$ cat src/rtl/game_scene_ctrl.sv
// Scene sequencer: decodes game events, switches the video source on a frame boundary, then blanks.
// Latency: video/sync out 1 cycle after input; scene commits at the first selected-vsync fall after a request.
// No backpressure: events arriving while busy are dropped, not queued.
module game_scene_ctrl #(
    parameter int RW           = 3,
    parameter int GW           = 3,
    parameter int BW           = 2,
    parameter int BLANK_FRAMES = 2,
    parameter int CNTW         = 4
) (
    input  logic            clk,
    input  logic            rst,
    input  logic            key_start,
    input  logic            key_restart,
    input  logic            maze_exit,
    input  logic            battle_enter,
    input  logic            battle_win,
    input  logic            battle_lose,
    input  logic [4*RW-1:0] src_r,
    input  logic [4*GW-1:0] src_g,
    input  logic [4*BW-1:0] src_b,
    input  logic [3:0]      src_hs,
    input  logic [3:0]      src_vs,
    output logic [RW-1:0]   r,
    output logic [GW-1:0]   g,
    output logic [BW-1:0]   b,
    output logic            hs,
    output logic            vs,
    output logic [1:0]      state,
    output logic [3:0]      key_en,
    output logic            busy,
    output logic            won,
    output logic [CNTW-1:0] battles
);

    typedef enum logic [1:0] {
        S_START  = 2'd0,
        S_MAZE   = 2'd1,
        S_BATTLE = 2'd2,
        S_END    = 2'd3
    } scene_e;

    localparam logic [3:0] BLANK_INIT = BLANK_FRAMES[3:0];

    scene_e          state_q, state_d;
    scene_e          target_q, target_d;
    logic            pending_q, pending_d;
    logic            won_tgt_q, won_tgt_d;
    logic [3:0]      blank_q, blank_d;
    logic            won_q, won_d;
    logic [CNTW-1:0] battles_q, battles_d;
    logic            vs_d_q, vs_d_d;
    logic [RW-1:0]   r_q, r_d;
    logic [GW-1:0]   g_q, g_d;
    logic [BW-1:0]   b_q, b_d;
    logic            hs_q, hs_d;
    logic            vs_q, vs_d;

    // Per-source unpacked views of the packed colour buses
    logic [RW-1:0] src_r_a [4];
    logic [GW-1:0] src_g_a [4];
    logic [BW-1:0] src_b_a [4];

    for (genvar k = 0; k < 4; k++) begin : g_src
        assign src_r_a[k] = src_r[k*RW +: RW];
        assign src_g_a[k] = src_g[k*GW +: GW];
        assign src_b_a[k] = src_b[k*BW +: BW];
    end

    logic   sel_vs;
    logic   boundary;
    logic   commit;
    logic   busy_w;
    logic   req_vld;
    scene_e req_tgt;
    logic   req_won;

    assign sel_vs   = src_vs[state_q];
    // Falling edge of the selected vsync; vs_d_q is cleared on commit so the source swap cannot fake one
    assign boundary = vs_d_q & ~sel_vs;
    assign commit   = pending_q & boundary;
    assign busy_w   = pending_q | (blank_q != 4'd0);

    // Event decode and scene/blank/score next-state
    always_comb begin
        req_vld   = 1'b0;
        req_tgt   = state_q;
        req_won   = 1'b0;
        state_d   = state_q;
        target_d  = target_q;
        pending_d = pending_q;
        won_tgt_d = won_tgt_q;
        blank_d   = blank_q;
        won_d     = won_q;
        battles_d = battles_q;
        vs_d_d    = sel_vs;

        // Requests are only looked at when idle; pending is never set while busy
        if (!busy_w) begin
            case (state_q)
                S_START: begin
                    if (key_start) begin
                        req_vld = 1'b1;
                        req_tgt = S_MAZE;
                    end
                end
                S_MAZE: begin
                    if (maze_exit) begin
                        req_vld = 1'b1;
                        req_tgt = S_END;
                        req_won = 1'b1;
                    end else if (battle_enter) begin
                        req_vld = 1'b1;
                        req_tgt = S_BATTLE;
                    end
                end
                S_BATTLE: begin
                    if (battle_lose) begin
                        req_vld = 1'b1;
                        req_tgt = S_END;
                    end else if (battle_win) begin
                        req_vld = 1'b1;
                        req_tgt = S_MAZE;
                    end
                end
                default: begin
                    if (key_restart) begin
                        req_vld = 1'b1;
                        req_tgt = S_START;
                    end
                end
            endcase
        end

        // pending_q is 0 whenever a request is accepted, so a same-cycle boundary cannot commit it
        if (req_vld) begin
            target_d  = req_tgt;
            pending_d = 1'b1;
            won_tgt_d = req_won;
        end

        if (commit) begin
            state_d   = target_q;
            pending_d = 1'b0;
            blank_d   = BLANK_INIT;
            vs_d_d    = 1'b0;
            case (target_q)
                S_BATTLE: begin
                    if (battles_q != '1) begin
                        battles_d = battles_q + 1'b1;
                    end
                end
                S_START: begin
                    battles_d = '0;
                    won_d     = 1'b0;
                end
                S_END: begin
                    won_d = won_tgt_q;
                end
                default: ;
            endcase
        end else if (boundary && (blank_q != 4'd0)) begin
            blank_d = blank_q - 4'd1;
        end
    end

    // Video mux: colour forced black while blanking, syncs always pass
    always_comb begin
        r_d  = (blank_q != 4'd0) ? '0 : src_r_a[state_q];
        g_d  = (blank_q != 4'd0) ? '0 : src_g_a[state_q];
        b_d  = (blank_q != 4'd0) ? '0 : src_b_a[state_q];
        hs_d = src_hs[state_q];
        vs_d = src_vs[state_q];
    end

    // Control state registers
    always_ff @(posedge clk or negedge rst) begin
        if (!rst) begin
            state_q   <= S_START;
            target_q  <= S_START;
            pending_q <= 1'b0;
            won_tgt_q <= 1'b0;
            blank_q   <= 4'd0;
            won_q     <= 1'b0;
            battles_q <= '0;
            vs_d_q    <= 1'b1;
        end else begin
            state_q   <= state_d;
            target_q  <= target_d;
            pending_q <= pending_d;
            won_tgt_q <= won_tgt_d;
            blank_q   <= blank_d;
            won_q     <= won_d;
            battles_q <= battles_d;
            vs_d_q    <= vs_d_d;
        end
    end

    // Video output registers
    always_ff @(posedge clk or negedge rst) begin
        if (!rst) begin
            r_q  <= '0;
            g_q  <= '0;
            b_q  <= '0;
            hs_q <= 1'b1;
            vs_q <= 1'b1;
        end else begin
            r_q  <= r_d;
            g_q  <= g_d;
            b_q  <= b_d;
            hs_q <= hs_d;
            vs_q <= vs_d;
        end
    end

    assign r       = r_q;
    assign g       = g_q;
    assign b       = b_q;
    assign hs      = hs_q;
    assign vs      = vs_q;
    assign state   = state_q;
    assign key_en  = 4'b0001 << state_q;
    assign busy    = busy_w;
    assign won     = won_q;
    assign battles = battles_q;

endmodule
$ cat config.mk
export PLATFORM = sky130hd
export DESIGN_NAME = game_scene_ctrl
export DESIGN_NICKNAME = d
export VERILOG_FILES = /design/src/rtl/game_scene_ctrl.sv
export SDC_FILE = /design/constraint.sdc
export NUM_CORES = 1
export LEC_CHECK = 0
export BUFFER_PORTS_ARGS = -buffer_cell sky130_fd_sc_hd__buf_2
export CORE_ASPECT_RATIO = 1.2
export CORE_MARGIN = 3
export CORE_UTILIZATION = 48
export CTS_BUF_LIST = sky130_fd_sc_hd__clkbuf_4 sky130_fd_sc_hd__clkbuf_8
export DETAILED_ROUTE_END_ITERATION = 12
export PLACE_DENSITY = 0.79
export SETUP_SLACK_MARGIN = 0.5
export SLEW_MARGIN = 20
export SYNTH_ARGS = -nofsm -noshare
export SYNTH_HDL_FRONTEND = slang
export SYNTH_SLANG_ARGS = --single-unit
$ cat constraint.sdc
create_clock -name clk -period 2.4 [get_ports clk]
set_input_delay 0.36 -clock clk [delete_from_list [all_inputs] [get_ports clk]]
set_output_delay 0.36 -clock clk [all_outputs]
set_load 0.05 [all_outputs]
======== After elaboration in Yosys (flattened, before gate mapping) ========
Cells that the tools add are included.
storage, ports and cells
  flip-flop bits (word level) ............. 26
  bits of input ports ..................... 48
  output and inout bits ................... 22
  logic and storage cells ................. 82
operators by class
  add/subtract/negate cells ............... 2
  magnitude comparators ................... 2
  equal/unequal tests ..................... 6
  shift operators ......................... 1
  mux-type cells .......................... 43
  bitwise logic cells ..................... 5
  reductions and logical operators ........ 10
operators by type and width
  cell                                                                   count
  2-bit 2-to-1 mux                                                       10
  3-bit 2-to-1 mux                                                       6
  1-bit 2-to-1 mux                                                       15
  3-bit binary-select mux with 2-bit select                              2
  4-bit 2-to-1 mux                                                       3
  4-bit case mux with 2 select lines                                     1
  2-bit nonzero test                                                     4
  2-bit == test (second input constant)                                  3
  2-bit case mux with 3 select lines                                     1
  4-bit by 1-bit adder with 4-bit output (second input constant)         1
  1-bit binary-select mux with 2-bit select                              2
  2-bit binary-select mux with 2-bit select                              1
  2-bit zero test                                                        2
  4-bit != test (second input constant)                                  1
  4-bit nonzero test                                                     1
  1-bit by 2-bit << shifter with 4-bit output (first input constant)     1
  4-bit by 1-bit subtractor with 4-bit output (second input constant)    1
  3-bit greater-or-equal comparator (second input constant)              1
  2-bit by 3-bit < comparator with 1-bit output (second input constant)  1
  2-bit NOT with 3-bit output                                            1
  1-bit case mux with 3 select lines                                     1
  3-bit AND reduction                                                    1
  1-bit bitwise AND                                                      2
  2-bit by 1-bit == test with 1-bit output (second input constant)       1
  other kinds (6)                                                        6

======== Depth between registers and ports, before layout ========
Gate-level depths: netlist (run 1).
  word-level depth ........................ 7
  gate-level depth with buffers ........... 7
  depth with buffers taken out ............ 6

======== Least setup slack after synthesis (run 1) ========
No wires, ideal clock.
  path type ............................... reg2reg
  from .................................... register state_q[0], in the netlist state[0]
  to ...................................... register won_tgt_q
  library setup time ...................... 0.064 ns
  arrival ................................. 2.319 ns
  data required time ...................... 2.336 ns
  setup slack ............................. 0.017 ns
  stages on the path, launching flop included .. 6
  path buffers ............................ 2
  period minus slack after synthesis ...... 2.383 ns
  path through ............................ dfrtp_1 buf_4 buf_2 nor2b_1 and2_1 mux2_4
between the ends
  longest elaborated chain between the ends .. 3
  elaborated cells on any way between the ends .. 7
  classes of those cells .................. eq/ne: 2; mux: 4; reduce/logical: 1
RTL lines
  element                                                                        line  source
  start: declaration                                                             45    scene_e state_q, state_d;
  start signal: assignment                                                       188   state_q <= state_d;
  2-bit == test (tied with other cells)                                          100   case (state_q)
  1-bit case mux with 3 select lines / 1-bit 2-to-1 mux (equally long branches)  100
  1-bit 2-to-1 mux                                                               99    if (!busy_w) begin
  end signal: assignment                                                         191   won_tgt_q <= won_tgt_d;
  end: declaration                                                               48    logic won_tgt_q, won_tgt_d;
Several ways; a longest one is shown, not always the timed one.
A chain may end at the register's enable or synchronous reset.

======== Worst setup path in the final report (run 1) ========
  from .................................... register blank_q[1]
  to ...................................... output port busy
between the ends
  longest elaborated chain between the ends .. 2
RTL lines
  element                   line  source
  start: declaration        49    logic [3:0] blank_q, blank_d;
  start signal: assignment  192   blank_q <= blank_d;
  4-bit nonzero test        82    assign busy_w = pending_q | (blank_q != 4'd0);
  1-bit bitwise OR          82
  end: declaration          31    output logic busy,
Every way passes these cells.

==> results.md, run 1 <==
Placement:
- After detailed placement, the design holds a cell count of ~230.
- The weighted congestion at the end of routability-driven global placement is 0.782.
- Summed over all nets, the half-perimeter wirelength after detailed placement is 2850 um.
- Buffers placed on the I/O ports in this run total 69.

Route:
- In this run the remaining antenna-violating nets after routing total 0.
- The detailed-route wire length per cell is 15.6 um.
- The via-per-instance ratio is 5.55.
- The first TritonRoute pass finished after 4 iterations.
- The vias after detailed routing is 1360.
- For this run, design rule violations remaining after detail routing come to 0.
- The final layout contains routed wiring with a total length of 3830 um.
- The count of routing violations after the opening detailed-route iteration is 25.

Floorplan:
- The area of the placeable core is 2920 um^2.
- The die width is approximately 58 um.
- From bottom edge to top edge, the die measures 68.1 um.
- Once the floorplan was initialized, standard cells occupied 52.8% of the core.
- The die covers approximately 4000 um^2.
- The boundary pin count is 70.
- The number of rows created at floorplan is 21.

Logic synthesis:
- Each instance of the synthesized netlist takes up on average 11.4 um^2.
- The most common flop cell mapped by yosys is sky130_fd_sc_hd__dfrtp_1.
- Ranked by total cell area, the synthesized netlist is headed by sky130_fd_sc_hd__dfrtp_1 (37%), sky130_fd_sc_hd__mux4_2 (13%), sky130_fd_sc_hd__dfstp_2 (5.1%).
- The synthesized design devotes to its leading area cell type around 37% of total area.
- The fraction of the yosys area taken by sequential cells is 42.5%.
- The synthesized design contains 26 register bits.
- In the synthesized netlist, the number of instances is 135.
- The biggest area contributor in the post-synthesis netlist is sky130_fd_sc_hd__dfrtp_1.
- Of all flip-flops after synthesis, the portion carrying an async set or reset was 100%.
- The total of warnings raised by yosys is 0.
- The number of nets handed over by synthesis was 188.
- The commonest cells after synthesis are sky130_fd_sc_hd__dfrtp_1 (23), sky130_fd_sc_hd__nor2b_1 (12), sky130_fd_sc_hd__nand2_1 (10).
- The synthesized cell area is ~1500 um^2.
- The count of cell types in the netlist is 43.
- The number of enable-type register cells in the synthesized netlist is 0.
- The library cell with the highest instance count after synthesis is sky130_fd_sc_hd__dfrtp_1.

Setup path:
- Data on the critical path arrives at its endpoint at 1.64 ns.
- The maximum net fanout on the critical path is 2.
- The startpoint class of the critical path is a flip-flop.
- The worst setup path is captured at an output port.
- The register-to-register setup slack is 0.53 ns.
- For the worst setup path, the data required time is ~2.0 ns.
- The critical path in this run is classified as reg2out.

Timing:
- The max-slew violation total from the final report was 0.
- Setup repair after global routing could not meet its margin everywhere.
- The number of failing hold endpoints at the final stage is 0.
- Summed over all failing endpoints, the final setup total negative slack is 0 ns.
- The maximum achievable frequency is 500 MHz.
- The number of endpoints failing setup at the final stage is 0.
- The slew of the pin with the lowest slew margin is 0.573 ns.
- The worst path needs 2.00 ns of the cycle, external delays included.
- Headroom to the max-slew limit came out at 61.8%.
- The final worst-path cycle share is 83.4%.
- Between clock sinks in the finished design, the worst skew comes to approximately 0.0031 ns.

Clock tree:
- The root buffer cell is sky130_fd_sc_hd__clkbuf_4.
- In this run, post-CTS hold repair placed 0 buffers.
- TritonCTS built the clock tree.
- The number of buffers between clock root and the deepest sink is 2.
- The number of clock buffers added by TritonCTS is 3.
- The clock edge transition at the registers on the reported setup and hold paths is 0.14 ns.
- The clock drives 26 sinks.
- The clock reaches the later pin of the worst-skew pair after 0.31 ns.
- In this run the number of H-tree levels came out at 1.

Cells and area:
- Compared with the post-synthesis result, the final layout area differs by 34.8%.
- Fill cells in the final layout number 214.
- The proportion of layout cells with a drive suffix above 1 is 55.5%.
- The number of nets in the layout is between 200 and 300.
- Leaving out filler cells and counting taps, the final layout contains 245.
- Once layout is complete, the utilization of the core stands at 71.2%.
- The antenna cell count is 0.

Pwr:
- The power density of the placed cells is 1190 nW/um^2.
- The worst-case vdd ir drop is roughly 0.0008 V.
- The leakage dissipation is 1.02 nW.
- The overall power consumption is 0.00248 W.

Status:
- The run finished with clean final reports.

Hold path:
- The class of the worst hold path is in2async.

Global routing:
- Global routing consumed, over all layers together, approximately 18% of the routing resources.
- The wire length of the first global-routing pass is 5330 um.
- The overall overflow remaining after global route is 0.
- The initial antenna violation count is 0.
- The via count of the first global-routing pass came to 1255.
- Entering global routing, the biggest net connects 27 pins.

Job:
- Max-cap violations in this run came to 0.
power by group:
part	leakage (nW)	internal [W]	switching (W)
combinational	0.669	0.000605	0.000915
sequential	0.328	0.000603	0.000132
clock	0.0210	0.0000926	0.000127
critical path, cell delays in order, from the launching register on:
cell                      delay, ns
sky130_fd_sc_hd__dfrtp_1       0.43
sky130_fd_sc_hd__inv_2         0.09
sky130_fd_sc_hd__ha_4          0.13
sky130_fd_sc_hd__or3b_4        0.39
sky130_fd_sc_hd__nor2_4        0.11
sky130_fd_sc_hd__inv_2         0.04
sky130_fd_sc_hd__buf_6         0.14
path summary, 6_finish.rpt:
path | startpoint | endpoint | depth (start not counted)
setup / recovery | blank_q[1]$_DFFE_PN0P_ | busy | 6
hold / removal | rst | won$_DFFE_PN0P_ | 1
setup reg to reg | blank_q[1]$_DFFE_PN0P_ | won_tgt_q$_DFFE_PN0P_ | 8
hold reg to reg | won$_DFFE_PN0P_ | won$_DFFE_PN0P_ | 2
max in group asynchronous | rst | state[1]$_DFFE_PN0P_ | 1
min in group clk | src_hs[2] | hs$_DFF_PN1_ | 2
per-stage QoR:
step	area [um^2]	setup slack [ns]	hold slack [ns]
3_3_place_gp	1910	0.399	0.377
4_1_cts	2020	0.375	0.0222
3_5_place_dp	1910	0.282	0.388
2_1_floorplan	1560	0.539	0.0644
5_1_grt	2080	0.357	0.0476
6_report	2080	0.399	0.0152
metal layers:
metal	up-vias	GRT usage [%]	share of wire (%)
met1	661	21.0	40
li1	652	-	-
met2	43	32.1	54
met4	0	6.38	1.3
met5	-	0	0
met3	4	2.45	4.5
placed cells by master (no fill, tap or decap), drive strengths merged, types with 4 or more instances in the layout:
master	n
mux2i	6
mux4	9
clkbuf	4
buf	79
inv	6
nor2	6
dfrtp	23
nor2b	12
o21ai	11
ha	5
nand2	10
cell type report:
cell class              instances  area [um^2]  area share (%)
clock buffers                   4         36.3            1.75
inverters                       6         22.5            1.08
multi-input cells              96          877            42.2
flip-flops and latches         26          659            31.7
well taps                      34         42.5            2.05
repair buffers                 79          439            21.1
logic make-up after synthesis:
group                      synth area share, %
DFF                                       42.5
muxes                                     20.2
buffers and inverters                     3.98
adders and majority gates                 4.06
and+or+nand+nor                           16.9
AOI/OAI and AO/OA                         12.3
flip-flops by register name (all words and copies together) (netlist names), 2 cells and up:
register	cells
battles	4
blank_q	4
g	3
r	3
b	2
state	2
target_q	2
timing repair:
action                                 4_1_cts  5_1_grt
setup endpoints to repair                   11        4
gates resized for setup                      9        3
endpoints found under the hold margin        0        0
pin swaps                                    2        1
setup buffers                                6        3
gates cloned                                 0        0
(Power assumes the default switching activity.)
==> run 2: changes to the inputs <==
- clock period: 2.4 -> 1.93 ns (I/O delays scaled with it)
==> run 2 against run 1 <==
  * The run now ends with setup timing left
  * Sequential share of layout area is 4.8 points lower
  * Flip-flop and latch count is the same
  * Critical path depth stayed put
  * Sequential power rose by 28%
==> results.md, run 2 (synthesis gave the netlist of run 1 again) <==
Clock tree:
- For the worst-skew pair, the clock arrives at the later sink with an insertion delay of 0.34 ns.
- The CTS H-tree depth is 1.
- The clock net in this run drives a total of 26 sinks.
- The number of buffers between clock root and the deepest sink is 2.
- TritonCTS built the clock tree.
- The clock edge transition at the registers on the reported setup and hold paths is 0.16 ns.
- The number of clock buffers inserted by TritonCTS is 3.
- The cell sitting at the root of the clock tree is a sky130_fd_sc_hd__clkbuf_4.

Global routing:
- The initial antenna violation count is 0.
- The overall overflow remaining after global route is 0.
- The pin count of the biggest net entering global routing is 27.
- The total routing usage reported by global routing is 26.2%.
- The via count of the first global-routing pass is between 1500 and 2000.
- The wire length of the first global-routing pass is 7660 um.

Floorplan:
- The floorplan step defined a die boundary enclosing slightly below 4000 um^2.
- The die boundary height is 68.1 um.
- The area of the placeable core is 2920 um^2.
- The die is 57.7 um wide.
- Row generation in the floorplan step produced 21 rows.
- For this configuration, the core starts out at a cell density of around 53%.
- The boundary pin count is 70.

Cells and area:
- The final-layout fill cell count is 145.
- The antenna cell count is 0.
- The area added between synthesis and finish is 59.3%.
- The register area is approximately 660 um^2.
- The finished cells cover 2450 um^2.
- The proportion of layout cells with a drive suffix above 1 is 62.4%.
- The final cell count without fillers is 260.
- After the last flow step, the layout net total stands at 280.
- Leaving out fill and tap cells, the most frequent cells in the layout are sky130_fd_sc_hd__buf_2 (59), sky130_fd_sc_hd__dfrtp_1 (19), sky130_fd_sc_hd__buf_4 (15).
- The most common cell after layout, fill and taps aside is sky130_fd_sc_hd__buf_2.
- The multi-input combinational cells in the finished layout cover a total of 952 um^2.

Timing:
- Setup repair after global routing could not meet its margin everywhere.
- The worst relative slew slack is around 60%.
- Setup violations remaining at the end of the flow were counted as 4.
- The routed design could run at a clock period as short as 2.04 ns.
- The worst-case setup margin in the final layout is -0.106 ns.
- The slew of the pin with the lowest slew margin is 0.577 ns.
- The max-slew violation total from the final report came to 0.
- Timing would allow up to 491 MHz.
- For the final database, setup skew stands at about 0.014 ns.
- Final hold analysis gives a worst-case slack of roughly 0.26 ns.
- The final worst-path cycle share is 105%.
- The number of failing hold endpoints at the final stage came to 0.

Pwr:
- The part of the total power dissipated in sequential elements is 23.7%.
- The overall power consumption is between 0.003 and 0.004 W.
- The worst-case IR drop observed on VDD is about 0.0012 V.
- Internal power comes to 0.00218 W.
- The leakage dissipation is 1.17 nW.
- Per report_power, the combinational group accounts for 66.4% of the total.
- The power density of the placed cells is 1620 nW/um^2.
- The clock share of power is 9.9%.
- Net switching is 45.1% of the power.
- Summed over all nets, the switching power comes to about 0.0018 W.

Setup path:
- The category of the critical setup timing path is reg2out.
- The kind of cell adding the most delay to the critical path is simple AND/OR/NAND/NOR gates.
- The worst stage delay on the critical path is 0.42 ns.
- STA classifies the critical path startpoint as a flip-flop.
- The cell type of the slowest stage on the worst timing path is sky130_fd_sc_hd__dfrtp_1.
- In this design, the critical path's most frequently occurring cell is sky130_fd_sc_hd__inv_2.
- The critical path goes through inv_2 -> ha_4 -> or3b_4 -> nor2_4 -> inv_2 -> buf_8.
- The data arrival time of the critical path is 1.75 ns.
- The number of buffer and inverter instances along the worst setup path is 3.
- Along the worst path, the maximum fanout reaches 2.
- The endpoint class of the critical path is an output port.
- STA puts the critical path data required time at roughly 1.6 ns.

Route:
- The count of routing violations after the opening detailed-route iteration is approximately 140.
- The first detailed-routing pass ran for 4 iterations.
- For this run, design rule violations remaining after detail routing come to 0.
- The highest metal layer with signal wires is met4.
- After detailed routing, the met3 layer carries between 300 and 400 um of wire.
- In the final routing, the length of wire on met1 measures 2170 um.
- The detailed-route wire length per cell is 22.3 um.
- The final antenna-violating net count is 0.
- The vias after detailed routing is 1568.
- The via-per-instance ratio is between 6 and 7.
- The routed design uses about 3200 um of met2 wire.
- The routed design has 5810 um of wire.

Placement:
- The weighted congestion at the end of routability-driven global placement is 0.766.
- The total cell area at the placement stage is 1990 um^2.
- Summed over all nets, the half-perimeter wirelength after detailed placement is 3030 um.
- The number of input and output port buffers inserted is 69.
- Prior to clock tree synthesis, the placed netlist has a worst setup slack of 0.118 ns.
- In this run, placement finished with an instance count of ~230.

Job:
- The max-cap violation count is 0.

Hold path:
- The class of the worst hold path is in2reg.

Status:
- The flow ran to the end, but the final reports show violations.
- The checks that failed: setup timing.
run 2: cell types whose count changed in the layout (fill, tap and decap cells not counted), moves of 4 or more:
cell	previous run	this run
sky130_fd_sc_hd__buf_8	0	7
sky130_fd_sc_hd__nor2b_4	1	6
sky130_fd_sc_hd__buf_4	9	15
sky130_fd_sc_hd__o21ai_0	9	5
sky130_fd_sc_hd__nor2b_1	10	6
sky130_fd_sc_hd__buf_2	68	59
sky130_fd_sc_hd__buf_6	1	5
run 2: routing by layer:
layer | vias up | global-route usage [%]
met2 | 86 | 50.1
met4 | 0 | 7.83
met5 | - | 0
met1 | 792 | 30.0
met3 | 13 | 3.58
li1 | 677 | -
run 2: final cells by class:
cell class	instances	area share [%]
inverters	6	0.918
repair buffers	94	29.4
well taps	34	1.73
clock inverters	1	1.22
flip-flops and latches	26	27.0
clock buffers	3	0.918
multi-input cells	96	38.8
run 2: worst paths after layout:
kind	cells after the start	slack (ns)	endpoint	start
max	6	-0.11	busy	blank_q[1]$_DFFE_PN0P_
min	2	0.26	hs$_DFF_PN1_	src_hs[2]
max reg2reg	9	-0.07	target_q[1]$_DFFE_PN0P_	blank_q[1]$_DFFE_PN0P_
min reg2reg	2	0.54	won$_DFFE_PN0P_	won$_DFFE_PN0P_
max in group asynchronous	2	1.04	state[1]$_DFFE_PN0P_	rst
min in group asynchronous	2	0.46	g[0]$_DFF_PN0_	rst
run 2: what timing repair did:
item	in CTS	in global routing
endpoints found under the setup margin	30	33
hold buffers	1	0
hold endpoints to repair	23	0
gates resized for setup	38	22
setup buffers	15	4
gates cloned	2	0
pin swaps	4	2
run 2: worst register-to-register path: cells and delay by family, from the launching register on:
kind	cells	cell delay, ns
AO/OA/AOI/OAI	1	0.08
adder cells (fa/ha/maj)	1	0.14
buffers and inverters	4	0.43
flip-flops	1	0.42
multiplexers	1	0.31
AND/OR/NAND/NOR	2	0.53
run 2: metrics by stage:
step | setup TNS [ns] | utilization (%)
floorplan | 0 | -
global placement | 0 | 68.3
detailed placement | 0 | 68.3
CTS | 0 | 80.7
global route | -0.437 | 84.1
finish | -0.263 | 84.1
run 2: power by group through the flow:
stage	registers (W)	clock network, W	logic [W]
6_report	0.000940	0.000392	0.00263
5_1_grt	0.000965	0.000411	0.00275
4_1_cts	0.000922	0.000377	0.00230
3_5_place_dp	0.000937	0	0.00178
3_3_place_gp	0.000925	0	0.00174
2_1_floorplan	0.00126	0	0.00115
